===== src/rtl/pc_seq_pkg.sv =====
// Shared definitions for the program-counter sequencer: FSM state
// encoding and the common reset/step constants of the fetch front end.
package pc_seq_pkg;

  typedef enum logic [1:0] {
    IDLE = 2'd0,
    RUN  = 2'd1,
    HOLD = 2'd2,
    HALT = 2'd3
  } state_t;

  localparam logic [31:0] DEFAULT_RESET_PC = 32'h0000_0000;
  localparam int          STEP_RV32I       = 4;
  localparam int          STEP_RVC         = 2;

endpackage


===== src/rtl/pc_sequencer.sv =====
// Program-counter sequencer: issues one PC per accepted handshake,
// supports redirects, run enable, halt-after-N-issues and flags PCs
// that are not aligned to STEP.
module pc_sequencer
  import pc_seq_pkg::*;
#(
  parameter int              XLEN       = 32,
  parameter int              STEP       = STEP_RV32I,
  parameter logic [XLEN-1:0] RESET_PC   = XLEN'(DEFAULT_RESET_PC),
  parameter int              SEQ_W      = 20,
  parameter int              HALT_COUNT = 0
) (
  input  logic             clk,
  input  logic             rst,
  input  logic             en,
  input  logic             redirect_valid,
  input  logic [XLEN-1:0]  redirect_pc,
  output logic             out_valid,
  input  logic             out_ready,
  output logic [XLEN-1:0]  out_pc,
  output logic [SEQ_W-1:0] out_seq,
  output logic [XLEN-1:0]  out_prev_pc,
  output logic             halted,
  output logic             misaligned
);

  // The issue counter must reach HALT_COUNT even when out_seq is narrower.
  localparam int HC_W  = $clog2(HALT_COUNT + 1);
  localparam int CNT_W = (SEQ_W > HC_W) ? SEQ_W : HC_W;

  state_t             state, state_n;
  logic [XLEN-1:0]    pc_n, prev_n;
  logic [SEQ_W-1:0]   seq_n;
  logic [CNT_W-1:0]   count, count_n;
  logic               valid_n, halted_n;
  logic               transfer;
  logic [XLEN-1:0]    step_pc;

  assign transfer = out_valid && out_ready;
  assign step_pc  = out_pc + XLEN'(STEP);

  // Next-state and next-output decode; redirect beats +STEP beats hold.
  always_comb begin
    state_n  = state;
    pc_n     = out_pc;
    prev_n   = out_prev_pc;
    seq_n    = out_seq;
    count_n  = count;
    valid_n  = out_valid;
    halted_n = halted;
    case (state)
      IDLE: begin
        if (redirect_valid) pc_n = redirect_pc;
        if (en) begin
          state_n = RUN;
          valid_n = 1'b1;
        end
      end
      RUN, HOLD: begin
        if (transfer) begin
          prev_n  = out_pc;
          seq_n   = out_seq + SEQ_W'(1);
          count_n = count + CNT_W'(1);
          pc_n    = redirect_valid ? redirect_pc : step_pc;
          if ((HALT_COUNT != 0) && (count_n == CNT_W'(HALT_COUNT))) begin
            state_n  = HALT;
            valid_n  = 1'b0;
            halted_n = 1'b1;
          end else if (!en) begin
            state_n = IDLE;
            valid_n = 1'b0;
          end else begin
            state_n = RUN;
          end
        end else begin
          // Stalled: a redirect squashes the presented PC without counting it.
          if (redirect_valid) pc_n = redirect_pc;
          state_n = HOLD;
        end
      end
      HALT: begin
        state_n = HALT;
      end
      default: begin
        state_n = IDLE;
      end
    endcase
  end

  // State and output registers with synchronous reset.
  always_ff @(posedge clk) begin
    if (rst) begin
      state       <= IDLE;
      out_pc      <= RESET_PC;
      out_prev_pc <= RESET_PC;
      out_seq     <= '0;
      count       <= '0;
      out_valid   <= 1'b0;
      halted      <= 1'b0;
    end else begin
      state       <= state_n;
      out_pc      <= pc_n;
      out_prev_pc <= prev_n;
      out_seq     <= seq_n;
      count       <= count_n;
      out_valid   <= valid_n;
      halted      <= halted_n;
    end
  end

  // Alignment flag looks only at the low bits below the step size.
  if (STEP > 1) begin : g_align
    assign misaligned = |out_pc[$clog2(STEP)-1:0];
  end else begin : g_no_align
    assign misaligned = 1'b0;
  end

endmodule

===== config.mk =====
export PLATFORM = sky130hd
export DESIGN_NAME = pc_sequencer
export DESIGN_NICKNAME = d
export VERILOG_FILES = /design/src/rtl/pc_seq_pkg.sv /design/src/rtl/pc_sequencer.sv
export SDC_FILE = /design/constraint.sdc
export NUM_CORES = 1
export LEC_CHECK = 0
export CAP_MARGIN = 10
export CORE_UTILIZATION = 35
export DETAILED_ROUTE_END_ITERATION = 10
export DONT_BUFFER_PORTS = 1
export PLACE_DENSITY = 0.55
export SLEW_MARGIN = 30
export SYNTH_ARGS = -nofsm -noshare
export SYNTH_HDL_FRONTEND = slang
export SYNTH_SLANG_ARGS = --single-unit

===== constraint.sdc =====
create_clock -name clk -period 3.1 [get_ports clk]
set_input_delay 0.62 -clock clk [delete_from_list [all_inputs] [get_ports clk]]
set_output_delay 0.62 -clock clk [all_outputs]
set_load 0.03 [all_outputs]

==> results by group, run 1 <==
Global routing
  – Initial antenna violation count: 0
  – Largest net degree at the start of global routing: 83
  – First-pass GRT wire length: 20100 um
  – Number of global-route vias before repair: 3779
  – Global-route usage over all layers: 20.4%
  – Total grt overflow: 0

Yosys
  – Post-synth EDFFs: 0
  – Post-synth ARST share: 0%
  – Post-Synth XOR/XNOR Area: 3.69%
  – Adder-cell share of the synthesized area: 1.47%
  – Compound-Gate Fraction of Synth Area: 18.1%
  – Ys Warns: 0
  – Largest family of logic cells by synthesized area: simple AND/OR/NAND/NOR gates
  – Yosys reg bits: 87
  – Mux cell area share after synthesis: 2.11%
  – Fraction of the mapped netlist area in simple logic gates: 28.4%
  – Unique masters post-synth: 57
  – Syn Area/Cell: 7.76 um^2
  – Mapped cell area: 4270 um^2
  – Seq/Total Area, Yosys: 40.8%
  – Synthesized Nets: 592
  – Synth Flop Type: dfxtp_1
  – Cells after Synth: 550

Floorplan
  – Top-Level Pins: 124
  – Initial core utilization: 36.6%
  – DIE AREA: 12600 um^2
  – Die Width: 112 um
  – Core Box Area: 11700 um^2
  – Num rows: 39
  – Die height: 112 um

Min path
  – Hold Crit Class: input port to register
  – Hold path cells: 1

Timing
  – Setup total negative slack: 0 ps
  – Max Slew Vio Count: 0
  – Hold Slack: 362 ps
  – Fin. Hold Viols: 0
  – Max_slew headroom: 42.8%
  – Worst clock skew: 5.91 ps
  – Clock period minus worst slack: 2440 ps
  – Final Cycle Share: 78.8%
  – # setup viols final: 0
  – Worst slew pin tran: 858 ps
  – RSZ-0062 raised after global routing: no
  – Fmax: 409 MHz

Setup path
  – Reg2reg path depth: 7
  – Setup crit start kind: register
  – CP top delay family: simple AND/OR/NAND/NOR gates
  – CP endpoint kind: register
  – Max stage delay cell, worst path: nor4_4
  – Maximum fanout along the worst path: 9
  – Worst path cell trace: inv_1, ha_1, nand3_2, nor4_4, nand3_4, or4_1, nand3_1
  – CP Buf/Inv Count: 1
  – Critical path type: register to register
  – Worst path required time: 3380 ps
  – Critical Path AT: 2730 ps
  – Worst path depth: 7
  – CP max stage delay: 630 ps

Place
  – Detailed Place HPWL: 8370 um
  – Input/output buffers: 0
  – Placed Cells incl. Taps: 669
  – Placer Congestion: 0.788

CTS
  – CTS H-Tree Depth: 3
  – Clk buf depth: 2
  – CTS buffer count: 9
  – Post-CTS Setup Inserts: 0
  – Clk sinks: 87
  – Clk Latency, worst-skew pair: 340 ps
  – CTS Root Cell: clkbuf_16
  – Worst-path clk slew: 60 ps
  – PostCTS Resize Cnt: 0
  – TritonCTS clock tree: built
  – Cts hold-fix bufs: 0

Drt
  – Via Count: 3898
  – Antenna Violating Nets Remaining: 0
  – DRC: 0
  – First drt pass iteration count: 4
  – Final WL: 12200 um
  – Drt wl/cell: 17.9 um
  – Detailed router's first-iteration violation count: 307
  – Via density: 5.71

Power and ir drop
  – Pint: 1800 uW
  – Clock power frac: 41.1%
  – Comb power frac: 8.0%
  – Power, Total: 2440 uW
  – VDD IR max: 0.245 mV
  – NetSw: 642 uW
  – Sequential share of power: 50.9%
  – Power Density: 524 nW/um^2
  – Switching share of power: 26.3%
  – Leak: 0.00160 uW

Finish
  – Fin util: 40.0%
  – Diodes inserted: 0
  – Final cell count without fillers: 683
  – Layout cells sized above 1: 7.41%
  – Layout Nets: 579
  – Area growth syn-to-layout: 9.32%

Flow run
  – Max Cap Viol: 0

Outcome
  – Outcome: complete, no violations
[synth_stat cells (2+ instances only)]
master	n	area [um^2]
or3_1	2	12.5
ha_1	5	62.6
clkbuf_1	31	116
nor4_4	2	42.5
nor4_1	4	25.0
or4_1	5	37.5
and3_1	6	37.5
a311o_1	2	20.0
nand3_1	25	125
a21oi_1	49	245
mux2i_1	9	90.1
o41ai_1	4	35.0
o311ai_0	2	17.5
a31oi_1	8	50.1
a311oi_1	2	17.5
nor3_1	13	65.1
o221ai_1	2	17.5
nor2_1	55	206
buf_1	5	18.8
a22oi_1	10	75.1
nor2b_1	5	31.3
buf_4	2	15.0
xnor2_1	11	96.3
and4_1	5	43.8
or2_2	4	25.0
nand2_1	110	413
a22o_1	6	52.6
nand4_1	8	50.1
a211oi_1	2	15.0
inv_1	16	60.1
dfxtp_1	87	1740
xor2_1	7	61.3
a221oi_1	2	17.5
o21ai_0	16	80.1
a32oi_1	2	17.5
o22ai_1	3	18.8
o211ai_1	3	22.5
[cells in the final DEF (no fill, tap or decap), types with 2 or more instances in the layout]
master / Yosys / layout
a32oi_1: 2 / 2
buf_4: 2 / 16
and3_1: 6 / 6
nor4_1: 4 / 4
nand2_1: 110 / 110
inv_1: 16 / 16
or4_1: 5 / 5
a22oi_1: 10 / 10
and4_1: 5 / 5
nor3_1: 13 / 13
ha_1: 5 / 5
a31oi_1: 8 / 8
a311oi_1: 2 / 2
a311o_1: 2 / 2
a211oi_1: 2 / 2
xnor2_1: 11 / 11
nor4_4: 2 / 2
clkbuf_16: 0 / 9
or2_2: 4 / 4
mux2i_1: 9 / 9
nand4_1: 8 / 8
nor2_1: 55 / 55
or3_1: 2 / 2
o311ai_0: 2 / 2
o221ai_1: 2 / 2
o41ai_1: 4 / 4
nor2b_1: 5 / 5
clkbuf_1: 31 / 2
o211ai_1: 3 / 3
o22ai_1: 3 / 3
o21ai_0: 16 / 16
xor2_1: 7 / 7
a221oi_1: 2 / 2
dfxtp_1: 87 / 87
a22o_1: 6 / 6
a21oi_1: 49 / 49
nand3_1: 25 / 25
clkbuf_8: 0 / 2
[area by class of cell]
class,count,area [um^2]
Clock buffer,13,260
Clock inverter,1,5.00
Fill cell,1186,7000
Inverter,16,60.1
Multi-Input combinational cell,407,2300
Sequential cell,87,1740
Tap cell,143,179
Timing Repair Buffer,16,120
[sequential cells by signal, summed over array words and instances (netlist names)]
name	flops
out_valid	1
out_seq	20
out_prev_pc	32
out_pc	32
state	2
[through the flow]
stage	worst slack (ps)	area, um^2
after floorplan	860	4270
after global routing	472	4670
after detailed placement	695	4400
after CTS	665	4670
after global placement	766	4400
final	657	4670
[path summary, 6_finish.rpt]
check | startpoint | end | slack [ps]
worst max-delay path | state[0]$_SDFFE_PP0P_ | out_pc[30]$_SDFFE_PP0P_ | 660
worst min-delay path | rst | out_prev_pc[29]$_SDFFE_PP0P_ | 360
worst max register to register | state[0]$_SDFFE_PP0P_ | out_pc[30]$_SDFFE_PP0P_ | 660
worst min register to register | state[1]$_SDFFE_PP0P_ | state[1]$_SDFFE_PP0P_ | 580
[power by group through the flow]
| stage | logic [uW] | registers (uW) | clock network, uW |
|---|---|---|---|
| after floorplan | 146 | 1280 | 0 |
| after global placement | 192 | 1270 | 0 |
| after CTS | 197 | 1250 | 1040 |
| after detailed placement | 196 | 1270 | 0 |
| final | 196 | 1250 | 1000 |
| after global routing | 218 | 1250 | 1080 |
[per-layer routing]
layer	global-route usage, %	routed length [um]
met5	0	0
met4	9.42	178
met1	24.7	5270
met2	33.2	5740
met3	6.26	1050
[cell families (layout without fill, tap and decap cells)]
| group | count (synthesis) | after routing |
|---|---|---|
| compound gates | 121 | 121 |
| other cells | 1 | 1 |
| buf+inv | 56 | 46 |
| flops | 87 | 87 |
| xor+xnor | 18 | 18 |
| simple gates | 253 | 253 |
| fa+ha+maj | 5 | 5 |
| mux | 9 | 9 |
Note: power is estimated with default switching activity, not from simulation.
==> run 2, diff against run 1 <==
- PLACE_DENSITY: 0.55 -> 0.57
- clock period: 3.1 -> 2.2 ns (I/O delays scaled with it)
==> run 2 against run 1 <==
  * Wire length is 3.2% higher
  * Setup slack got worse by 560 ps
  * Core utilization increased by 4.0 points
  * Cell count up 7.3%
  * Sequential power rose by 35%
  * Total power is 54% higher
  * First-iteration DRC count shrank 7.2%
==> results by group, run 2 (synthesized netlist as in run 1, its figures left out) <==
Timing
  – Fmax: 475 MHz (was 409 MHz)
  – Fin. Hold Viols: 0 (unchanged)
  – Clock period minus worst slack: 2100 ps (was 2440 ps)
  – Max Slew Vio Count: 0 (unchanged)
  – Max_slew headroom: 61.5% (was 42.8%)
  – Worst clock skew: 5.26 ps (was 5.91 ps)
  – Final Cycle Share: 95.6% (was 78.8%)
  – Smallest setup slack after layout: 96.4 ps (was 657 ps)
  – # setup viols final: 0 (unchanged)
  – Worst slew pin tran: 571 ps (was 858 ps)

Setup path
  – Worst path cell trace: inv_1, ha_1, nand3_4, nor4_4, nand4_1, or4_1, nand3_1 (was inv_1, ha_1, nand3_2, nor4_4, nand3_4, or4_1, nand3_1)
  – Max stage delay cell, worst path: or4_1 (was nor4_4)
  – CP Buf/Inv Count: 1 (unchanged)
  – Worst R2R Setup Slack: 100 ps (was 660 ps)
  – RR Startpoint: state[0]$_SDFFE_PP0P_ (unchanged)
  – Critical Path AT: 2390 ps (was 2730 ps)
  – CP max stage delay: 520 ps (was 630 ps)
  – CP top delay family: simple AND/OR/NAND/NOR gates (unchanged)
  – Worst path required time: 2480 ps (was 3380 ps)
  – Reg2reg end: out_pc[31]$_SDFFE_PP0P_ (was out_pc[30]$_SDFFE_PP0P_)
  – Crit path from: state[0]$_SDFFE_PP0P_ (unchanged)
  – Reg2reg path depth: 7 (unchanged)
  – Setup crit start kind: register (unchanged)
  – CP endpoint kind: register (unchanged)
  – Maximum fanout along the worst path: 7 (was 9)
  – Critical path type: register to register (unchanged)

Floorplan
  – DIE AREA: 12600 um^2 (unchanged)
  – Die height: 112 um (unchanged)
  – Num rows: 39 (unchanged)
  – Core Box Area: 11700 um^2 (unchanged)
  – Die Width: 112 um (unchanged)
  – Initial core utilization: 36.6% (unchanged)
  – Top-Level Pins: 124 (unchanged)

Global routing
  – Initial antenna violation count: 0 (unchanged)
  – Largest net degree at the start of global routing: 83 (unchanged)
  – Total grt overflow: 0 (unchanged)
  – Global-route usage over all layers: 20.5% (was 20.4%)
  – First-pass GRT wire length: 20300 um (was 20100 um)
  – Number of global-route vias before repair: 3923 (was 3779)

CTS
  – TritonCTS clock tree: built (unchanged)
  – CTS H-Tree Depth: 3 (unchanged)
  – CTS Root Cell: clkbuf_16 (unchanged)
  – Worst-path clk slew: 60 ps (about the same)
  – Clk buf depth: 2 (unchanged)
  – CTS buffer count: 9 (unchanged)
  – Clk sinks: 87 (unchanged)
  – Cts hold-fix bufs: 0 (unchanged)
  – Clk Latency, worst-skew pair: 340 ps (about the same)

Finish
  – Diodes inserted: 0 (unchanged)
  – # fillers: 1165 (was 1186)
  – Seq. cell area: 1740 um^2 (unchanged)
  – Commonest non-fill, non-tap cell in the layout: nand2_1 (unchanged)
  – Fin util: 44.0% (was 40.0%)
  – Layout Nets: 627 (was 579)
  – Area growth syn-to-layout: 20.2% (was 9.32%)
  – Area of the multi-input gates: 2330 um^2 (was 2300 um^2)
  – Layout cells sized above 1: 15.6% (was 7.41%)
  – Largest registers: out_pc: 32 flops, out_prev_pc: 32 flops, out_seq: 20 flops (unchanged)
  – Most frequent cells in the layout: nand2_1, dfxtp_1, buf_4 (was nand2_1, dfxtp_1, nor2_1)

Drt
  – Via Count: 4068 (was 3898)
  – Via density: 5.55 (was 5.71)
  – Detailed router's first-iteration violation count: 285 (was 307)
  – Antenna Violating Nets Remaining: 0 (unchanged)
  – Final WL: 12600 um (was 12200 um)
  – Drt wl/cell: 17.2 um (was 17.9 um)
  – DRC: 0 (unchanged)
  – First drt pass iteration count: 5 (was 4)

Min path
  – Hold path cells: 1 (unchanged)
  – Hold endpoint: out_pc[16]$_SDFFE_PP0P_ (was out_prev_pc[29]$_SDFFE_PP0P_)
  – Hold Startpoint: rst (unchanged)
  – Hold Crit Class: input port to register (unchanged)

Power and ir drop
  – Leak: 0.00192 uW (was 0.00160 uW)
  – Power, Total: 3750 uW (was 2440 uW)
  – Power Density: 732 nW/um^2 (was 524 nW/um^2)
  – VDD IR max: 0.293 mV (was 0.245 mV)

Place
  – DP Worst Slack: -13.5 ps (was 695 ps)
  – Placer Congestion: 0.868 (was 0.788)
  – Input/output buffers: 0 (unchanged)
  – Detailed Place HPWL: 9250 um (was 8370 um)

Outcome
  – Outcome: complete, no violations (unchanged)

Flow run
  – Max Cap Viol: 0 (unchanged)
## run 2: layout make-up
type	count	share of cell area (%)
sequential	87	34.0
clock inverter	3	1.27
tap	143	3.49
inverter	16	1.17
multi-input combinational	407	45.5
timing repair buffer	64	9.51
clock buffer	13	5.07
## run 2: timing repair
action	in CTS	in global routing
hold endpoints to repair	0	0
gates resized for setup	1	6
pin swaps	0	3
setup endpoints to repair	1	15
cloned	0	0
setup buffers	0	3
## run 2: how the worst max path moves through the flow
stage | cells after the start | endpoint | slack [ps]
after floorplan | 7 | out_pc[31]$_SDFFE_PP0P_ | 40
after global placement | 8 | out_seq[18]$_SDFFE_PP0P_ | 80
final | 7 | out_pc[31]$_SDFFE_PP0P_ | 100
after CTS | 8 | out_seq[18]$_SDFFE_PP0P_ | 30
after global routing | 7 | out_pc[31]$_SDFFE_PP0P_ | -30
after detailed placement | 8 | out_seq[18]$_SDFFE_PP0P_ | -10
## run 2: per-layer routing
layer  part of all wire (%)  global-route usage, %
met2                     47                   34.0
met4                    1.7                   7.91
met5                      0                      0
met1                     43                   24.5
met3                    8.2                   6.91
## run 2: where the power goes
| group | leakage, uW | switching (uW) | internal, uW |
|---|---|---|---|
| sequential | 0.000708 | 64.3 | 1620 |
| clock | 0.000160 | 618 | 1060 |
| combinational | 0.00105 | 250 | 140 |
## run 2: per-stage QoR
step | std cells | setup TNS [ps] | cell area (um^2) | hold slack, ps
floorplan | 550 | 0 | 4270 | 517
global placement | 714 | 0 | 4740 | 520
detailed placement | 714 | -13.5 | 4740 | 522
CTS | 730 | 0 | 5070 | 155
global route | 733 | -46.9 | 5130 | 158
finish | 733 | 0 | 5130 | 175
==> run 3, diff against run 2 <==
- CELL_PAD_IN_SITES_DETAIL_PLACEMENT: unset -> 1
- CELL_PAD_IN_SITES_GLOBAL_PLACEMENT: unset -> 2
- CORE_UTILIZATION: 35 -> 32
- HOLD_SLACK_MARGIN: unset -> 0.1
- PLACE_DENSITY: 0.57 -> 0.82
==> run 3 against run 2 <==
  * Setup slack improved by 37 ps
  * Wire length increased by 15%
  * Count of clock-buffer cells in the layout decreased by 2
  * Hold slack worse by 20 ps
  * Cell area increased by 1.2%
  * Maximum frequency is 1.8% higher
  * Clock skew grew 4.3 ps
  * Clock power is 9.6% higher
  * Total power rose by 4.5%
  * Flip-flop and latch count unchanged
==> results by group, run 3 (synthesized netlist as in run 1, its figures left out) <==
Drt
  – Detailed router's first-iteration violation count: 152 (was 285)
  – Drt wl/cell: 19.1 um (was 17.2 um)
  – DRC: 0 (unchanged)
  – Via density: 5.46 (was 5.55)
  – Via Count: 4165 (was 4068)
  – Final WL: 14600 um (was 12600 um)
  – Antenna Violating Nets Remaining: 0 (unchanged)
  – First drt pass iteration count: 4 (was 5)

CTS
  – TritonCTS clock tree: built (unchanged)
  – Cts hold-fix bufs: 0 (unchanged)
  – Worst-path clk slew: 60 ps (about the same)
  – CTS H-Tree Depth: 3 (unchanged)
  – Clk buf depth: 2 (unchanged)
  – CTS buffer count: 9 (unchanged)
  – Clk Latency, worst-skew pair: 350 ps (was 340 ps)
  – Clk sinks: 87 (unchanged)
  – CTS Root Cell: clkbuf_16 (unchanged)

Timing
  – Fin. Hold Viols: 0 (unchanged)
  – RSZ-0062 raised after global routing: yes
  – Worst clock skew: 9.57 ps (was 5.26 ps)
  – Smallest setup slack after layout: 133 ps (was 96.4 ps)
  – Fmax: 484 MHz (was 475 MHz)
  – Final Cycle Share: 94.0% (was 95.6%)
  – Max Slew Vio Count: 0 (unchanged)
  – # setup viols final: 0 (unchanged)
  – Clock period minus worst slack: 2070 ps (was 2100 ps)

Finish
  – Layout cells sized above 1: 16.1% (was 15.6%)
  – Most frequent cells in the layout: nand2_1, dfxtp_1, buf_4 (unchanged)
  – Layout Nets: 628 (was 627)
  – Final cell count without fillers: 763 (was 733)
  – Area growth syn-to-layout: 21.6% (was 20.2%)
  – Diodes inserted: 0 (unchanged)
  – # fillers: 1567 (was 1165)
  – Commonest non-fill, non-tap cell in the layout: nand2_1 (unchanged)
  – Largest registers: out_pc: 32 flops, out_prev_pc: 32 flops, out_seq: 20 flops (unchanged)

Global routing
  – Largest net degree at the start of global routing: 83 (unchanged)
  – Number of global-route vias before repair: 4432 (was 3923)
  – Initial antenna violation count: 0 (unchanged)
  – First-pass GRT wire length: 23400 um (was 20300 um)
  – Global-route usage over all layers: 21.3% (was 20.5%)
  – Total grt overflow: 0 (unchanged)

Setup path
  – Worst path required time: 2450 ps (was 2480 ps)
  – CP endpoint kind: register (unchanged)
  – RR Startpoint: state[0]$_SDFFE_PP0P_ (unchanged)
  – Reg2reg end: out_seq[18]$_SDFFE_PP0P_ (was out_pc[31]$_SDFFE_PP0P_)
  – Maximum fanout along the worst path: 14 (was 7)
  – Setup crit start kind: register (unchanged)
  – Worst R2R Setup Slack: 130 ps (was 100 ps)
  – Reg2reg path depth: 8 (was 7)
  – Critical Path AT: 2310 ps (was 2390 ps)
  – Critical path type: register to register (unchanged)

Place
  – DP Worst Slack: 19.4 ps (was -13.5 ps)
  – Detailed Place HPWL: 10600 um (was 9250 um)
  – Placed Cells incl. Taps: 746 (was 714)
  – Input/output buffers: 0 (unchanged)
  – Placer Congestion: 0.828 (was 0.868)

Min path
  – Hold Crit Class: input port to register (unchanged)
  – Hold path cells: 1 (unchanged)
  – Hold Startpoint: rst (unchanged)
  – Hold endpoint: out_prev_pc[20]$_SDFFE_PP0P_ (was out_pc[16]$_SDFFE_PP0P_)

Power and ir drop
  – VDD IR max: 0.281 mV (was 0.293 mV)
  – Leak: 0.00192 uW (about the same)
  – Power, Total: 3920 uW (was 3750 uW)
  – Power Density: 756 nW/um^2 (was 732 nW/um^2)

Floorplan
  – Core Box Area: 12800 um^2 (was 11700 um^2)
  – Initial core utilization: 33.3% (was 36.6%)
  – DIE AREA: 13800 um^2 (was 12600 um^2)
  – Die Width: 117 um (was 112 um)
  – Num rows: 41 (was 39)
  – Top-Level Pins: 124 (unchanged)
  – Die height: 117 um (was 112 um)

Outcome
  – Outcome: complete, no violations (unchanged)

Flow run
  – Max Cap Viol: 0 (unchanged)
==> run 3: critical path: stages (launching register included) <==
cell,delay (ps)
dfxtp_1,340
inv_1,50
ha_1,330
nand3_4,130
buf_4,220
or2_2,380
nor4_4,320
xnor2_1,150
nor2_1,50
==> run 3: worst max path at each step <==
| stage | from | to |
|---|---|---|
| 6_report | state[0]$_SDFFE_PP0P_ | out_seq[18]$_SDFFE_PP0P_ |
| 5_1_grt | state[1]$_SDFFE_PP0P_ | out_seq[17]$_SDFFE_PP0P_ |
| 4_1_cts | state[0]$_SDFFE_PP0P_ | out_seq[18]$_SDFFE_PP0P_ |
| 3_5_place_dp | state[0]$_SDFFE_PP0P_ | out_seq[18]$_SDFFE_PP0P_ |
| 3_3_place_gp | state[0]$_SDFFE_PP0P_ | out_seq[18]$_SDFFE_PP0P_ |
| 2_1_floorplan | state[0]$_SDFFE_PP0P_ | out_pc[31]$_SDFFE_PP0P_ |
==> run 3: power by group <==
part / leakage [uW] / switching, uW / internal [uW]
clock: 0.000176 / 659 / 1170
sequential: 0.000708 / 66.6 / 1620
combinational: 0.00103 / 258 / 141
==> run 3: per-stage QoR <==
step	hold WS (ps)	area (um^2)	util [%]	setup TNS, ps
6_report	155	5190	40.5	0
5_1_grt	145	5190	40.5	-41.4
4_1_cts	145	5150	40.2	0
3_5_place_dp	513	4800	37.4	0
3_3_place_gp	511	4800	37.4	0
2_1_floorplan	517	4270	-	0
==> run 3: layout make-up <==
class                   count  area [um^2]  share of cell area [%]
flip-flops and latches     87         1740                    33.6
repair buffers             65          492                    9.48
clock inverters             5          104                    2.00
inverters                  16         60.1                    1.16
multi-input cells         407         2320                    44.8
clock buffers              11          253                    4.87
well taps                 172          215                    4.15
==> run 3: repair_timing <==
item                                    in CTS  in global routing
endpoints found under the setup margin       0                  7
setup buffers                                0                  1
gates resized for setup                      0                  5
==> run 3: routing by layer <==
| metal | vias up | wire (um) | global-route usage (%) |
|---|---|---|---|
| li1 | 1995 | - | - |
| met1 | 2044 | 6130 | 23.9 |
| met2 | 102 | 7020 | 36.2 |
| met3 | 24 | 1000 | 6.88 |
| met4 | 0 | 422 | 10.8 |
| met5 | - | 0 | 0 |
